===== src/rtl/hilo_muldiv_ctrl_if.sv =====
// rtl/hilo_muldiv_ctrl_if.sv - EX-stage bundle between the pipeline and the HI/LO mul/div controller
interface hilo_muldiv_ctrl_if;
    logic        op_valid;
    logic [3:0]  op;
    logic [31:0] rs_val;
    logic [31:0] rt_val;
    logic        flush;
    logic        stall;
    logic        busy;
    logic [31:0] rdata;
    logic [31:0] hi;
    logic [31:0] lo;

    modport master (
        output op_valid, op, rs_val, rt_val, flush,
        input  stall, busy, rdata, hi, lo
    );

    modport slave (
        input  op_valid, op, rs_val, rt_val, flush,
        output stall, busy, rdata, hi, lo
    );
endinterface


===== src/rtl/hilo_muldiv_ctrl.sv =====
// rtl/hilo_muldiv_ctrl.sv - HI/LO register pair with multi-cycle MULT/MULTU/DIV/DIVU sequencing
module hilo_muldiv_ctrl #(
    parameter int MUL_LAT = 2
) (
    input  logic              clk,
    input  logic              rst,
    hilo_muldiv_ctrl_if.slave bus
);
    localparam logic [3:0] OP_MULT  = 4'd1;
    localparam logic [3:0] OP_MULTU = 4'd2;
    localparam logic [3:0] OP_DIV   = 4'd3;
    localparam logic [3:0] OP_DIVU  = 4'd4;
    localparam logic [3:0] OP_MTHI  = 4'd5;
    localparam logic [3:0] OP_MTLO  = 4'd6;
    localparam logic [3:0] OP_MFHI  = 4'd7;
    localparam logic [3:0] OP_MFLO  = 4'd8;
    localparam logic [4:0] MUL_CNT  = 5'(MUL_LAT - 1);

    typedef enum logic [1:0] {IDLE, MUL, DIV} state_t;

    state_t      state_q, state_d;
    logic [4:0]  cnt_q, cnt_d;
    logic [31:0] hi_q, hi_d, lo_q, lo_d;
    logic [31:0] a_q, a_d, b_q, b_d;
    logic [31:0] rem_q, rem_d, quo_q, quo_d, dvs_q, dvs_d;
    logic        sgn_q, sgn_d;

    logic        issue;
    logic        signed_op;
    logic [31:0] abs_rs, abs_rt;
    logic        a_neg, b_neg;
    logic [63:0] product;
    logic [32:0] shifted;
    logic        q_bit;
    logic [31:0] rem_step, quo_step, q_fin, r_fin;
    logic [31:0] rdata_c;

    assign issue     = (state_q == IDLE) && bus.op_valid && !bus.flush &&
                       (bus.op >= OP_MULT) && (bus.op <= OP_DIVU);
    assign signed_op = (bus.op == OP_MULT) || (bus.op == OP_DIV);
    assign abs_rs    = (signed_op && bus.rs_val[31]) ? -bus.rs_val : bus.rs_val;
    assign abs_rt    = (signed_op && bus.rt_val[31]) ? -bus.rt_val : bus.rt_val;

    assign a_neg   = sgn_q & a_q[31];
    assign b_neg   = sgn_q & b_q[31];
    // Sign/zero extension to 64 bits makes one unsigned multiply serve both MULT and MULTU.
    assign product = {{32{a_neg}}, a_q} * {{32{b_neg}}, b_q};

    // Restoring step: the subtraction is taken only when it cannot go negative.
    assign shifted  = {rem_q, quo_q[31]};
    assign q_bit    = shifted >= {1'b0, dvs_q};
    assign rem_step = q_bit ? (shifted[31:0] - dvs_q) : shifted[31:0];
    assign quo_step = {quo_q[30:0], q_bit};
    assign q_fin    = (a_neg ^ b_neg) ? -quo_step : quo_step;
    assign r_fin    = a_neg ? -rem_step : rem_step;

    always_comb begin
        state_d = state_q;
        cnt_d   = cnt_q;
        hi_d    = hi_q;
        lo_d    = lo_q;
        a_d     = a_q;
        b_d     = b_q;
        rem_d   = rem_q;
        quo_d   = quo_q;
        dvs_d   = dvs_q;
        sgn_d   = sgn_q;
        rdata_c = 32'd0;
        if (state_q == IDLE) begin
            if (bus.op_valid && !bus.flush) begin
                case (bus.op)
                    OP_MULT, OP_MULTU: begin
                        state_d = MUL;
                        cnt_d   = MUL_CNT;
                        a_d     = bus.rs_val;
                        b_d     = bus.rt_val;
                        sgn_d   = signed_op;
                    end
                    OP_DIV, OP_DIVU: begin
                        state_d = DIV;
                        cnt_d   = 5'd31;
                        a_d     = bus.rs_val;
                        b_d     = bus.rt_val;
                        sgn_d   = signed_op;
                        rem_d   = 32'd0;
                        quo_d   = abs_rs;
                        dvs_d   = abs_rt;
                    end
                    OP_MTHI: hi_d    = bus.rs_val;
                    OP_MTLO: lo_d    = bus.rs_val;
                    OP_MFHI: rdata_c = hi_q;
                    OP_MFLO: rdata_c = lo_q;
                    default: ;
                endcase
            end
        end else if (bus.flush) begin
            state_d = IDLE;
            cnt_d   = 5'd0;
        end else if (state_q == MUL) begin
            if (cnt_q == 5'd0) begin
                state_d = IDLE;
                hi_d    = product[63:32];
                lo_d    = product[31:0];
            end else begin
                cnt_d = cnt_q - 5'd1;
            end
        end else begin
            rem_d = rem_step;
            quo_d = quo_step;
            if (cnt_q == 5'd0) begin
                state_d = IDLE;
                if (b_q == 32'd0) begin
                    hi_d = a_q;
                    lo_d = 32'hFFFF_FFFF;
                end else begin
                    hi_d = r_fin;
                    lo_d = q_fin;
                end
            end else begin
                cnt_d = cnt_q - 5'd1;
            end
        end
    end

    always_ff @(posedge clk) begin
        if (rst) begin
            state_q <= IDLE;
            cnt_q   <= 5'd0;
            hi_q    <= 32'd0;
            lo_q    <= 32'd0;
            a_q     <= 32'd0;
            b_q     <= 32'd0;
            rem_q   <= 32'd0;
            quo_q   <= 32'd0;
            dvs_q   <= 32'd0;
            sgn_q   <= 1'b0;
        end else begin
            state_q <= state_d;
            cnt_q   <= cnt_d;
            hi_q    <= hi_d;
            lo_q    <= lo_d;
            a_q     <= a_d;
            b_q     <= b_d;
            rem_q   <= rem_d;
            quo_q   <= quo_d;
            dvs_q   <= dvs_d;
            sgn_q   <= sgn_d;
        end
    end

    assign bus.busy  = (state_q != IDLE);
    assign bus.stall = !bus.flush && (issue || ((state_q != IDLE) && (cnt_q != 5'd0)));
    assign bus.rdata = rdata_c;
    assign bus.hi    = hi_q;
    assign bus.lo    = lo_q;
endmodule


===== src/flat_wrapper.sv =====
// flat-port wrapper written by rule: the top's interface ports become plain ports
module hilo_muldiv_ctrl_flat 
#(
    parameter int MUL_LAT = 2
)
  (clk, rst, bus_op_valid, bus_op, bus_rs_val, bus_rt_val, bus_flush, bus_stall, bus_busy, bus_rdata, bus_hi, bus_lo);
  hilo_muldiv_ctrl_if bus_i ();
  input  logic clk;
  input  logic rst;
  input wire logic [$bits(bus_i.op_valid)-1:0] bus_op_valid;
  input wire logic [$bits(bus_i.op)-1:0] bus_op;
  input wire logic [$bits(bus_i.rs_val)-1:0] bus_rs_val;
  input wire logic [$bits(bus_i.rt_val)-1:0] bus_rt_val;
  input wire logic [$bits(bus_i.flush)-1:0] bus_flush;
  output wire logic [$bits(bus_i.stall)-1:0] bus_stall;
  output wire logic [$bits(bus_i.busy)-1:0] bus_busy;
  output wire logic [$bits(bus_i.rdata)-1:0] bus_rdata;
  output wire logic [$bits(bus_i.hi)-1:0] bus_hi;
  output wire logic [$bits(bus_i.lo)-1:0] bus_lo;
  assign bus_i.op_valid = bus_op_valid;
  assign bus_i.op = bus_op;
  assign bus_i.rs_val = bus_rs_val;
  assign bus_i.rt_val = bus_rt_val;
  assign bus_i.flush = bus_flush;
  assign bus_stall = bus_i.stall;
  assign bus_busy = bus_i.busy;
  assign bus_rdata = bus_i.rdata;
  assign bus_hi = bus_i.hi;
  assign bus_lo = bus_i.lo;
  hilo_muldiv_ctrl #(.MUL_LAT(MUL_LAT)) u_core (.clk(clk), .rst(rst), .bus(bus_i));
endmodule

===== config.mk =====
export PLATFORM = sky130hd
export DESIGN_NAME = hilo_muldiv_ctrl_flat
export DESIGN_NICKNAME = d
export VERILOG_FILES = /design/src/rtl/hilo_muldiv_ctrl_if.sv /design/src/rtl/hilo_muldiv_ctrl.sv /design/src/flat_wrapper.sv
export SDC_FILE = /design/constraint.sdc
export NUM_CORES = 2
export LEC_CHECK = 0
export ABC_AREA = 1
export BUFFER_PORTS_ARGS = -buffer_cell sky130_fd_sc_hd__clkbuf_2
export CAP_MARGIN = 30
export CORE_MARGIN = 4
export CORE_UTILIZATION = 59
export CTS_BUF_LIST = sky130_fd_sc_hd__clkbuf_4 sky130_fd_sc_hd__clkbuf_8
export DETAILED_ROUTE_END_ITERATION = 7
export PLACE_DENSITY = 0.76
export SLEW_MARGIN = 5
export SYNTH_ARGS = -nofsm -noshare
export SYNTH_HDL_FRONTEND = slang
export SYNTH_SLANG_ARGS = --single-unit
export TNS_END_PERCENT = 10

===== constraint.sdc =====
create_clock -name clk -period 9.5 [get_ports clk]
set_input_delay 0.95 -clock clk [delete_from_list [all_inputs] [get_ports clk]]
set_output_delay 0.95 -clock clk [all_outputs]
set_load 0.005 [all_outputs]

==> flow_summary.yaml <==
critical_path:
  r2r_cells: 35
  cpPeakStageDelay_ps: 970
  crit_start: "u_core.b_q[12]"
  crit_path_top_delay_cell: "dfxtp_1"
  worstSetupPathType: "reg -> reg"
  reg2reg_from: "u_core.b_q[12]"
  reg2reg_to: "u_core.bus.hi[26]"
  critPathCaptureType: "register"
  rrSetupSlack_ps: 770
  required_ps: 10000
  crit_path_end: "u_core.bus.hi[26]"
  crit_fanout: 19
  arrival_ps: 9230
  crit_path_start_kind: "register"
floorplanning:
  initial_core_util_pct: 59.79
  die_area_mm2: 0.1000
  die_w_um: 316.2
  die_h_um: 316.2
  io_pins: 170
  std_cell_rows: 112
  core-area_mm2: 0.09375
layout:
  drive_gt1_share_pct: 6.493
  stdcell_area_mm2: 0.05940
  finalNonFillerCells: 8865
  num-nets-final: 9026
  area_growth_pct: 5.976
  regArea_mm2: 0.004644
  final_cell_mix: "inv_1, nand2_1, fa_1"
  final_common_cell: "inv_1"
  nFillCells: 8480
  multi_input_area_mm2: 0.04252
run:
  maxCapViolations: 0
routing:
  first_iter_violations: 5488
  firstDrtPassIters: 8
  vias: 50750
  drc: 2
  wirelength_um: 187700
  vias_per_cell: 5.725
  wl_per_cell_um: 21.17
  ant_nets: 0
sta:
  finalCritPeriodShare_pct: 91.93
  report.final.slew_viol_count: 0
  fin_skew_ps: 76.21
  timing.fmax_ghz: 0.1145
  hold_violations: 0
  tightest_slew_ps: 1017
  max_slew_margin_pct: 32.20
  fin_ws_ps: 767.0
  period_needed_ps: 8733
  setup_viol: 0
  final.setup.tns_ps: 0
  rsz0062_at_grt: "no"
grt:
  gr-total-overflow: 0
  grt_pass1_wl_um: 293600
  grtUsageTotal_pct: 38.07
  grt_max_degree: 111
  antenna_found_initial: 3
  grt_pass1_vias: 51380
pwr:
  p_total_mw: 5.288
  ir_worst_vdd_mv: 0.1556
  leakage_nw: 31.98
  power_density_mw_per_mm2: 89.03
clock_tree:
  cts_tree: "built"
  clock_sinks: 232
  clk_latency_ps: 720
  ctsHtreeMaxLevel: 2
  clk_path_buf_depth: 3
  cts.clk_slew.worst_paths_ps: 60
  cts_made_buffers: 46
  ctsResizeCount: 0
  hold_buffers: 0
  cts-root-buf: "clkbuf_8"
  cts_post_setup_buffers_inserted: 0
synthesis:
  ys_types: 61
  yosys_warnings: 0
  synth-main-ff-cell: "dfxtp_1"
  synth_nets: 9073
  avgSynthCellArea_um2: 7.351
  netlist_area_mm2: 0.05605
  ys_seq_area_share_pct: 8.286
  ys_ff_latch: 232
  synth-edff-count: 0
  netlist_instances: 7625
  postSynth.asyncResetShare_pct: 0
placement:
  postPlaceCellArea_mm2: 0.05821
  dp_hpwl_um: 154500
  place_inst: 8776
  place_congestion: 0.9947
  io_buffer_count: 169
  dpl_worst_slack_ps: 859.7
status:
  violations: "DRC"
  status: "finished with violations"
worst_hold_path:
  hold_start: "u_core.dvs_q[31]"
  hp-class: "reg -> reg"
-- kinds of logic after synthesis --
logic type                 after synthesis  synth area share (%)
AOI/OAI and AO/OA                      889                 8.826
xor gates and xnor gates                96                 1.500
adders and majority gates             1376                 45.80
buffers and inverters                 2353                 15.89
DFF                                    232                 8.286
muxes                                    1               0.02009
and+or+nand+nor                       2678                 19.68
-- final cells by class --
type | instances | share of cell area [%]
Clock buffer | 67 | 1.468
Inverter | 1942 | 12.28
Timing Repair Buffer | 316 | 3.947
Tap cell | 1254 | 2.641
Clock inverter | 11 | 0.2401
Antenna cell | 3 | 0.01264
Sequential cell | 232 | 7.819
Multi-Input combinational cell | 5040 | 71.59
-- power breakdown --
group	switching, mW	total, mW	internal (mW)
clock	0.541	1.19	0.649
sequential	0.124	1.17	1.05
combinational	2.13	2.93	0.797
total	2.79	5.29	2.49
-- worst min-delay path by stage --
stage	end	slack, ps	depth (start not counted)
after global placement	u_core.dvs_q[31]	460	2
after CTS	u_core.b_q[10]	480	2
after global routing	u_core.b_q[10]	520	2
after floorplan	u_core.dvs_q[31]	450	2
after detailed placement	u_core.b_q[10]	470	2
final	u_core.dvs_q[31]	490	2
-- state kept, by name, summed over array words and instances, names as in the netlist --
name / flops
u_core.quo_q: 32
u_core.bus.lo: 32
u_core.state_q: 2
u_core.rem_q: 32
u_core.bus.hi: 32
u_core.a_q: 32
u_core.dvs_q: 32
u_core.sgn_q: 1
u_core.cnt_q: 5
u_core.b_q: 32
-- worst max-delay path: cells and delay by family, from the launching register on --
kind                     cells  cell delay, ps
flip-flops                   1             970
AND/OR/NAND/NOR             14            1840
AO/OA/AOI/OAI                3             450
adder cells (fa/ha/maj)      9            4350
buffers and inverters        9             920
-- synth_stat cells (4+ instances only) --
library cell | number | area share (%)
inv_1 | 1925 | 13
nand2_1 | 1853 | 12
fa_1 | 1126 | 40
nor2_1 | 397 | 2.7
clkbuf_1 | 381 | 2.6
a21oi_1 | 358 | 3.2
o21ai_0 | 319 | 2.8
ha_1 | 250 | 5.6
dfxtp_1 | 232 | 8.3
nand3_1 | 153 | 1.4
nand4_1 | 98 | 1.1
a31oi_1 | 65 | 0.73
xor2_1 | 60 | 0.94
nor3_1 | 43 | 0.38
xnor2_1 | 36 | 0.56
o211ai_1 | 33 | 0.44
nand3b_1 | 27 | 0.36
nand2_2 | 26 | 0.29
nor4_1 | 25 | 0.28
o221ai_1 | 17 | 0.27
o21bai_1 | 14 | 0.19
nor2_2 | 13 | 0.15
a21o_1 | 11 | 0.15
buf_1 | 11 | 0.074
inv_2 | 10 | 0.067
buf_2 | 9 | 0.080
a211oi_1 | 8 | 0.11
nor2_4 | 8 | 0.16
o21ai_1 | 8 | 0.071
a22oi_1 | 7 | 0.094
buf_6 | 7 | 0.14
clkinv_1 | 7 | 0.047
nand3_2 | 7 | 0.13
o22ai_1 | 7 | 0.078
or2_2 | 7 | 0.078
and3_1 | 5 | 0.056
a21boi_0 | 4 | 0.054
a21oi_2 | 4 | 0.062
a32o_1 | 4 | 0.071
a41oi_1 | 4 | 0.062
nand2_4 | 4 | 0.080
nor3_2 | 4 | 0.071
o21a_1 | 4 | 0.054
o31ai_1 | 4 | 0.054
-- routing by layer --
layer  vias to the layer above  global-route usage (%)  wire, um
met4                         2                   21.13     13020
met5                         -                       0         8
met3                       666                   6.594     17740
met1                     24920                   49.29     70080
li1                      22410                       -         -
met2                      2748                   61.18     86830
-- metrics by stage --
| stage | utilization [%] | hold slack [ps] |
|---|---|---|
| 2_1_floorplan | - | 445.3 |
| 3_3_place_gp | 61.73 | 458.0 |
| 3_5_place_dp | 62.09 | 473.5 |
| 4_1_cts | 63.17 | 483.8 |
| 5_1_grt | 63.36 | 519.4 |
| 6_report | 63.36 | 490.4 |
Note: power is estimated with default switching activity, not from simulation.
